===== src/rtl/sys_reg_file.sv =====
// sys_reg_file: flop-based register file behind the system controller.
// Optional build macro REGF_CFG_LOCK_EN: once address 3 has been written after reset,
// addresses 2 and 3 become write-protected until the next RST.
// Ports:
//   CLK, RST                 clock (rising edge) and async active-low reset
//   WrEn, RdEn               write/read strobes; both high together is a no-op
//   Address, WrData          register index and write data
//   RdData, RdData_Valid     read data registered one cycle after RdEn, with a one-cycle valid
//   REG0..REG3               live views of registers 0..3 (ALU A, ALU B, UART cfg, clock div)
module sys_reg_file #(
    parameter int D_WIDTH = 8,
    parameter int DEPTH   = 16,
    parameter int ADDRESS = 4
) (
    input  logic               CLK,
    input  logic               RST,
    input  logic               WrEn,
    input  logic               RdEn,
    input  logic [ADDRESS-1:0] Address,
    input  logic [D_WIDTH-1:0] WrData,
    output logic [D_WIDTH-1:0] RdData,
    output logic               RdData_Valid,
    output logic [D_WIDTH-1:0] REG0,
    output logic [D_WIDTH-1:0] REG1,
    output logic [D_WIDTH-1:0] REG2,
    output logic [D_WIDTH-1:0] REG3
);
    logic [D_WIDTH-1:0] mem_q [DEPTH];
    logic [D_WIDTH-1:0] mem_d [DEPTH];
    logic [D_WIDTH-1:0] rd_data_q, rd_data_d;
    logic               rd_valid_q, rd_valid_d;
    logic               in_range, rd, wr, blocked;

`ifdef REGF_CFG_LOCK_EN
    logic lock_q, lock_d;
    always_comb begin
        blocked = lock_q && (Address == ADDRESS'(2) || Address == ADDRESS'(3));
        lock_d  = lock_q || (wr && Address == ADDRESS'(3));
    end
    always_ff @(posedge CLK or negedge RST) begin
        if (!RST) lock_q <= 1'b0;
        else      lock_q <= lock_d;
    end
`else
    assign blocked = 1'b0;
`endif

    always_comb begin
        in_range   = 32'(Address) < DEPTH;
        rd         = RdEn && !WrEn;
        wr         = WrEn && !RdEn && in_range && !blocked;
        mem_d      = mem_q;
        if (wr) mem_d[Address] = WrData;
        // out-of-range reads still pulse valid so the controller never waits
        rd_data_d  = rd ? (in_range ? mem_q[Address] : '0) : rd_data_q;
        rd_valid_d = rd;
    end

    always_ff @(posedge CLK or negedge RST) begin
        if (!RST) begin
            for (int i = 0; i < DEPTH; i++) mem_q[i] <= '0;
            mem_q[2]   <= D_WIDTH'(8'h81);
            mem_q[3]   <= D_WIDTH'(8'h20);
            rd_data_q  <= '0;
            rd_valid_q <= 1'b0;
        end else begin
            mem_q      <= mem_d;
            rd_data_q  <= rd_data_d;
            rd_valid_q <= rd_valid_d;
        end
    end

    assign RdData       = rd_data_q;
    assign RdData_Valid = rd_valid_q;
    assign REG0         = mem_q[0];
    assign REG1         = mem_q[1];
    assign REG2         = mem_q[2];
    assign REG3         = mem_q[3];
endmodule


===== config.mk =====
export PLATFORM = sky130hd
export DESIGN_NAME = sys_reg_file
export DESIGN_NICKNAME = d
export VERILOG_FILES = /design/src/rtl/sys_reg_file.sv
export SDC_FILE = /design/constraint.sdc
export NUM_CORES = 1
export LEC_CHECK = 0
export CORE_MARGIN = 2
export CORE_UTILIZATION = 40
export CTS_BUF_LIST = sky130_fd_sc_hd__clkbuf_16
export CTS_CLUSTER_DIAMETER = 40
export CTS_CLUSTER_SIZE = 14
export DETAILED_ROUTE_END_ITERATION = 16
export RECOVER_POWER = 50
export SYNTH_ARGS = -nofsm -noshare
export SYNTH_HDL_FRONTEND = slang
export SYNTH_SLANG_ARGS = --single-unit
export TNS_END_PERCENT = 50

===== constraint.sdc =====
create_clock -name CLK -period 3.7 [get_ports CLK]
set_input_delay 0.74 -clock CLK [delete_from_list [all_inputs] [get_ports CLK]]
set_output_delay 0.74 -clock CLK [all_outputs]
set_load 0.05 [all_outputs]

After elaboration in Yosys (flattened, before gate mapping)
Index checks and enable logic that the tools add are counted.

storage, ports and cells
  register bits = 137
  bits in latches = 0
  memory bits (writable) = 0
  memory bits (read-only) = 0
  input port bits = 16
  output and inout bits = 41
  logic and storage cells = 32
  memories = 0

cells by class
  $add $sub $neg = 0
  multiply operators = 0
  div/mod/pow operators = 0
  $lt $le $gt $ge = 2
  eq/ne operators = 0
  shift-type cells = 0
  muxes and demuxes = 6
  bitwise logic cells = 1
  reduce and logical (&&, ||, !) cells = 5

operators by type and width
  kind                count
  $bwmux 128          1
  $bmux 8 s4          1
  $demux 8 s4         1
  $mux 8              3
  $ge 5x5->1 const B  1
  $lt 5x1->1 const B  1
  $not 4->5           1
  $logic_and 1x1->1   3
  $logic_not 1->1     2

Depth between registers and ports, before layout
  depth in word-level cells = 6
  mapped depth = 6
  depth with buffers taken out = 3

Worst setup path before layout
OpenSTA, ideal clock, no wires.

  kind = input to register
  start = in Address[1]
  end = reg mem_q[16] (netlist name)
  setup time = 125 ps
  arrival time = 1,825 ps
  slack = 1,750 ps
  cell stages on the path = 5
  buffers on the path = 2
  path through = buf_6 > and4bb_4 > nor2b_1 > buf_4 > mux2_2

on the way
  longest elaborated chain between the ends = 6
  elaborated cells on any way between the ends = 7
  classes of those cells = 2 x order compare; 3 x mux; 1 x bitwise; 1 x reduce/logical

RTL lines
  what                                                                   line  RTL
  start, declared                                                        19    input logic [ADDRESS-1:0] Address,
  $not 4->5 (not written as such) *                                      53    if (wr) mem_d[Address] = WrData;
  $ge 5x5->1 (not written as such) / $lt 5x1->1 (equally long branches)  53
  $logic_and 1x1->1 (not written as such)                                53
  $mux 8 (not written as such)                                           53
  $demux 8 s4 *                                                          53
  $bwmux 128 *                                                           53
  end signal, assigned                                                   67    mem_q <= mem_d;
  end, declared                                                          28    logic [D_WIDTH-1:0] mem_q [DEPTH];

Every way passes the cells marked *; elsewhere a longest branch is shown, timed or not.
A chain may end at the register's enable or synchronous reset.

Worst setup path in the final report
  start = in Address[2]
  end = reg rd_data_q[6], in the netlist RdData[6]

on the way
  longest elaborated chain between the ends = 4

RTL lines
  what                                       line  RTL
  $not 4->5 (not written as such)            55    rd_data_d = rd ? (in_range ? mem_q[Address] : '0) : rd_data_q;
  $bmux 8 s4                                 55
  $mux 8 (not written as such) (2 in a row)  55
  end signal, assigned                       68    rd_data_q <= rd_data_d;
  end, declared                              30    logic [D_WIDTH-1:0] rd_data_q, rd_data_d;

No other way between the ends. The select of a mux whose other input is x is not followed.

==> results.md <==
* Drt first pass iters at 4
* Crit share post-route at 69.6%
* Fraction of registers with async set/reset at 100%
* Root Buffer: clkbuf_16
* Cells on worst reg2reg path at 3
* Die height at 132 µm
* RSZ-0062 raised after global routing: false
* Number of synthesized flops with an enable pin at 0
* Grt met2 use at 29.6%
* Syn_nets at 450
* Die Span X at 132 µm
* DP Cell Count at 653
* FMAX at 0.388 GHz
* Crit-path slowest cell: clkdlybuf4s50_1
* Diode count at 0
* Port buffer count at 56
* Gate Count Post-Synth at 434
* Endpoints failing setup at 0
* Routed WL at 14800 µm
* Crit path required time at 3.97 ns
* Post-place setup slack at 0.719 ns
* Yosys reg bits at 137
* Mapped Area at 6530 µm²
* Cell taking the most area after synthesis: dfrtp_1
* Most Crowded Layer GR: met2
* CTS Buffer Depth at 2
* Cell Rows at 46
* Global-route wire length before repair at 23500 µm
* Global route total overflow at 0
* Netlist cell types at 29
* Reg2reg end: RdData[6]
* Post-synthesis simple-gate area fraction at 4.91%
* Final Critical Period at 2.58 ns
* Worst R2R Setup Slack at 2.16 ns
* Met3 Resource Use GR at 5.84%
* Crit path cell chain: clkdlybuf4s50_1 -> buf_4 -> mux4_2 -> a22oi_1 -> a31oi_1
* Minimum hold slack at 0.501 ns
* Synthesis Warnings at 0
* Latest clock arrival within the worst-skew pair at 0.42 ns
* Worst Hold Class: reg2reg
* Clk pin slew, worst setup/hold paths at 0.06 ns
* Met1 Use GR at 23.7%
* Core area at 15900 µm²
* CTS HTree Levels at 4
* Post-cts sizing count at 0
* CTS Hold Bufs at 0
* Total Neg Setup Slack at 0 ns
* Fin cells at 685
* Synth area leaders: dfrtp_1, mux2_2, mux4_2, buf_4, mux2i_1
* Max_slew headroom at -39.1%
* Slowest stage delay, CP at 0.80 ns
* Residual DRC at 0
* Worst-path fanout max at 20
* VDD IR max at 347 µV
* Final #Nets at 472
* Top FF cell, synth: dfrtp_1
* Status: complete, but fails checks
* Final worst slack at 1.12 ns
* Maxcap violations at 1
* Hold Path End: mem_q[90]
* Starting DRT DRC Count at 222
* Hold depth at 1
* Crit path launch type: input pin
* Violated checks: max-capacitance violations, max-slew violations
* Vias at 3672
* Compound-Gate Fraction of Synth Area at 3.07%
* Largest net degree at the start of global routing at 85
* Largest family of logic cells by synthesized area: multiplexers
* Final core utilization at 47.6%
* Postcts setup bufs at 0
* Wire per inst at 21.5 µm
* Clock sinks at 137
* Worst-Margin Slew at 2.09 ns
* Mux contribution to synthesized area at 33.3%
* Top Ports at 57
* Static Leak at 3.30 nW
* CTS Buf Count at 17
* Synthesized area per cell at 15.0 µm²
* Xor/xnor cell area share of the yosys netlist at 0%
* Gpl congestion at 0.775
* Via density at 5.36
* Critical Path End Type: register
* Share of Yosys cell area claimed by the top area cell type at 51.4%
* WP buf/inv at 2
* Gr usage total at 18.2%
* DP HPWL at 9770 µm
* Critical R2R Launch: REG0[6]
* Area delta synth->final at 16.3%
* Antenna viol nets, final at 0
* Final slew viol count at 84
* Vias in the first global route at 4010
* HP Start: mem_q[90]
* Final hold vios at 0
* CP Class: in2reg
* CTS tree: built
* CP Data Arrival Time at 2.85 ns
* Starting Density at 40.9%
* Power Dens Cells at 622 nW/µm²
* Sequential-to-total area share from yosys stat at 52.6%
* Setup Skew at 0.00597 ns
* Antenna violations before repair at 0
* Largest delay contributor family on the critical path: buffers and inverters
* Die footprint at 17400 µm²
* Share of layout cells above drive strength 1 at 45.2%
* Adder-Cell Fraction of Synth Area at 0%
registers in the layout, summed over array words and instances (netlist names):
name / count
REG2: 8
RdData_Valid: 1
mem_q: 96
RdData: 8
REG0: 8
REG1: 8
REG3: 8
cell type report:
cell class / instances / area [µm²]
Sequential cell: 137 / 3430
Timing Repair Buffer: 62 / 608
Fill cell: 1422 / 8360
Clock buffer: 17 / 425
Tap cell: 216 / 270
Multi-Input combinational cell: 238 / 2680
Clock inverter: 15 / 176
metal layers:
layer,vias to the layer above,share of wire [%]
met5,-,0
met4,0,1.0
met3,13,5.1
met1,1963,43
met2,84,50
li1,1612,-
report_power, final:
group | switching, mW | internal (mW) | leakage [nW] | total, mW
Sequential | 0.167 | 1.79 | 1.74 | 1.96
Combinational | 0.556 | 0.490 | 1.28 | 1.05
Clock | 0.653 | 1.06 | 0.283 | 1.71
Total | 1.38 | 3.34 | 3.30 | 4.72
per-stage QoR:
stage	power (mW)	cell area, µm²
after floorplan	2.78	6530
after CTS	4.77	7610
final	4.72	7590
after detailed placement	3.04	7010
after global placement	3.01	7010
after global routing	4.93	7590
how the worst max path moves through the flow:
stage	depth (start not counted)	from	slack, ns	to
2_1_floorplan	5	Address[1]	1.75	mem_q[16]
3_3_place_gp	5	Address[2]	0.76	RdData[6]
3_5_place_dp	5	Address[2]	0.72	RdData[6]
4_1_cts	1	REG2[7]	1.15	REG2[7]
5_1_grt	5	Address[2]	1.04	RdData[6]
6_report	5	Address[2]	1.12	RdData[6]
kinds of logic after synthesis:
logic type,after synthesis
AO/OA/AOI/OAI,24
AND/OR/NAND/NOR,46
buffers and inverters,59
multiplexers,168
flip-flops,137
synthesized netlist by cell type, types with 2 or more instances:
| cell type | number |
|---|---|
| nor2b_1 | 6 |
| and4bb_4 | 2 |
| mux2i_1 | 16 |
| dfrtp_1 | 134 |
| nor2_1 | 10 |
| nand2_1 | 9 |
| nand2_2 | 9 |
| mux2_2 | 120 |
| a31oi_1 | 8 |
| buf_6 | 4 |
| buf_2 | 6 |
| buf_4 | 38 |
| a22oi_1 | 8 |
| mux2_4 | 8 |
| mux4_2 | 24 |
| buf_1 | 2 |
| clkbuf_1 | 9 |
| o221a_2 | 8 |
| dfstp_2 | 3 |
cells in the final DEF (no fill, tap or decap), types with 5 or more instances in the layout:
master	instances
a22oi_1	8
nand2_1	13
mux2_4	8
clkbuf_16	17
clkdlybuf4s50_1	52
mux2i_1	16
mux2_2	120
buf_4	5
nor2b_1	6
nor2_1	10
mux4_2	24
clkinvlp_4	5
dfrtp_1	134
a31oi_1	8
nand2_2	5
o221a_2	8
Note: power is estimated with default switching activity, not from simulation.
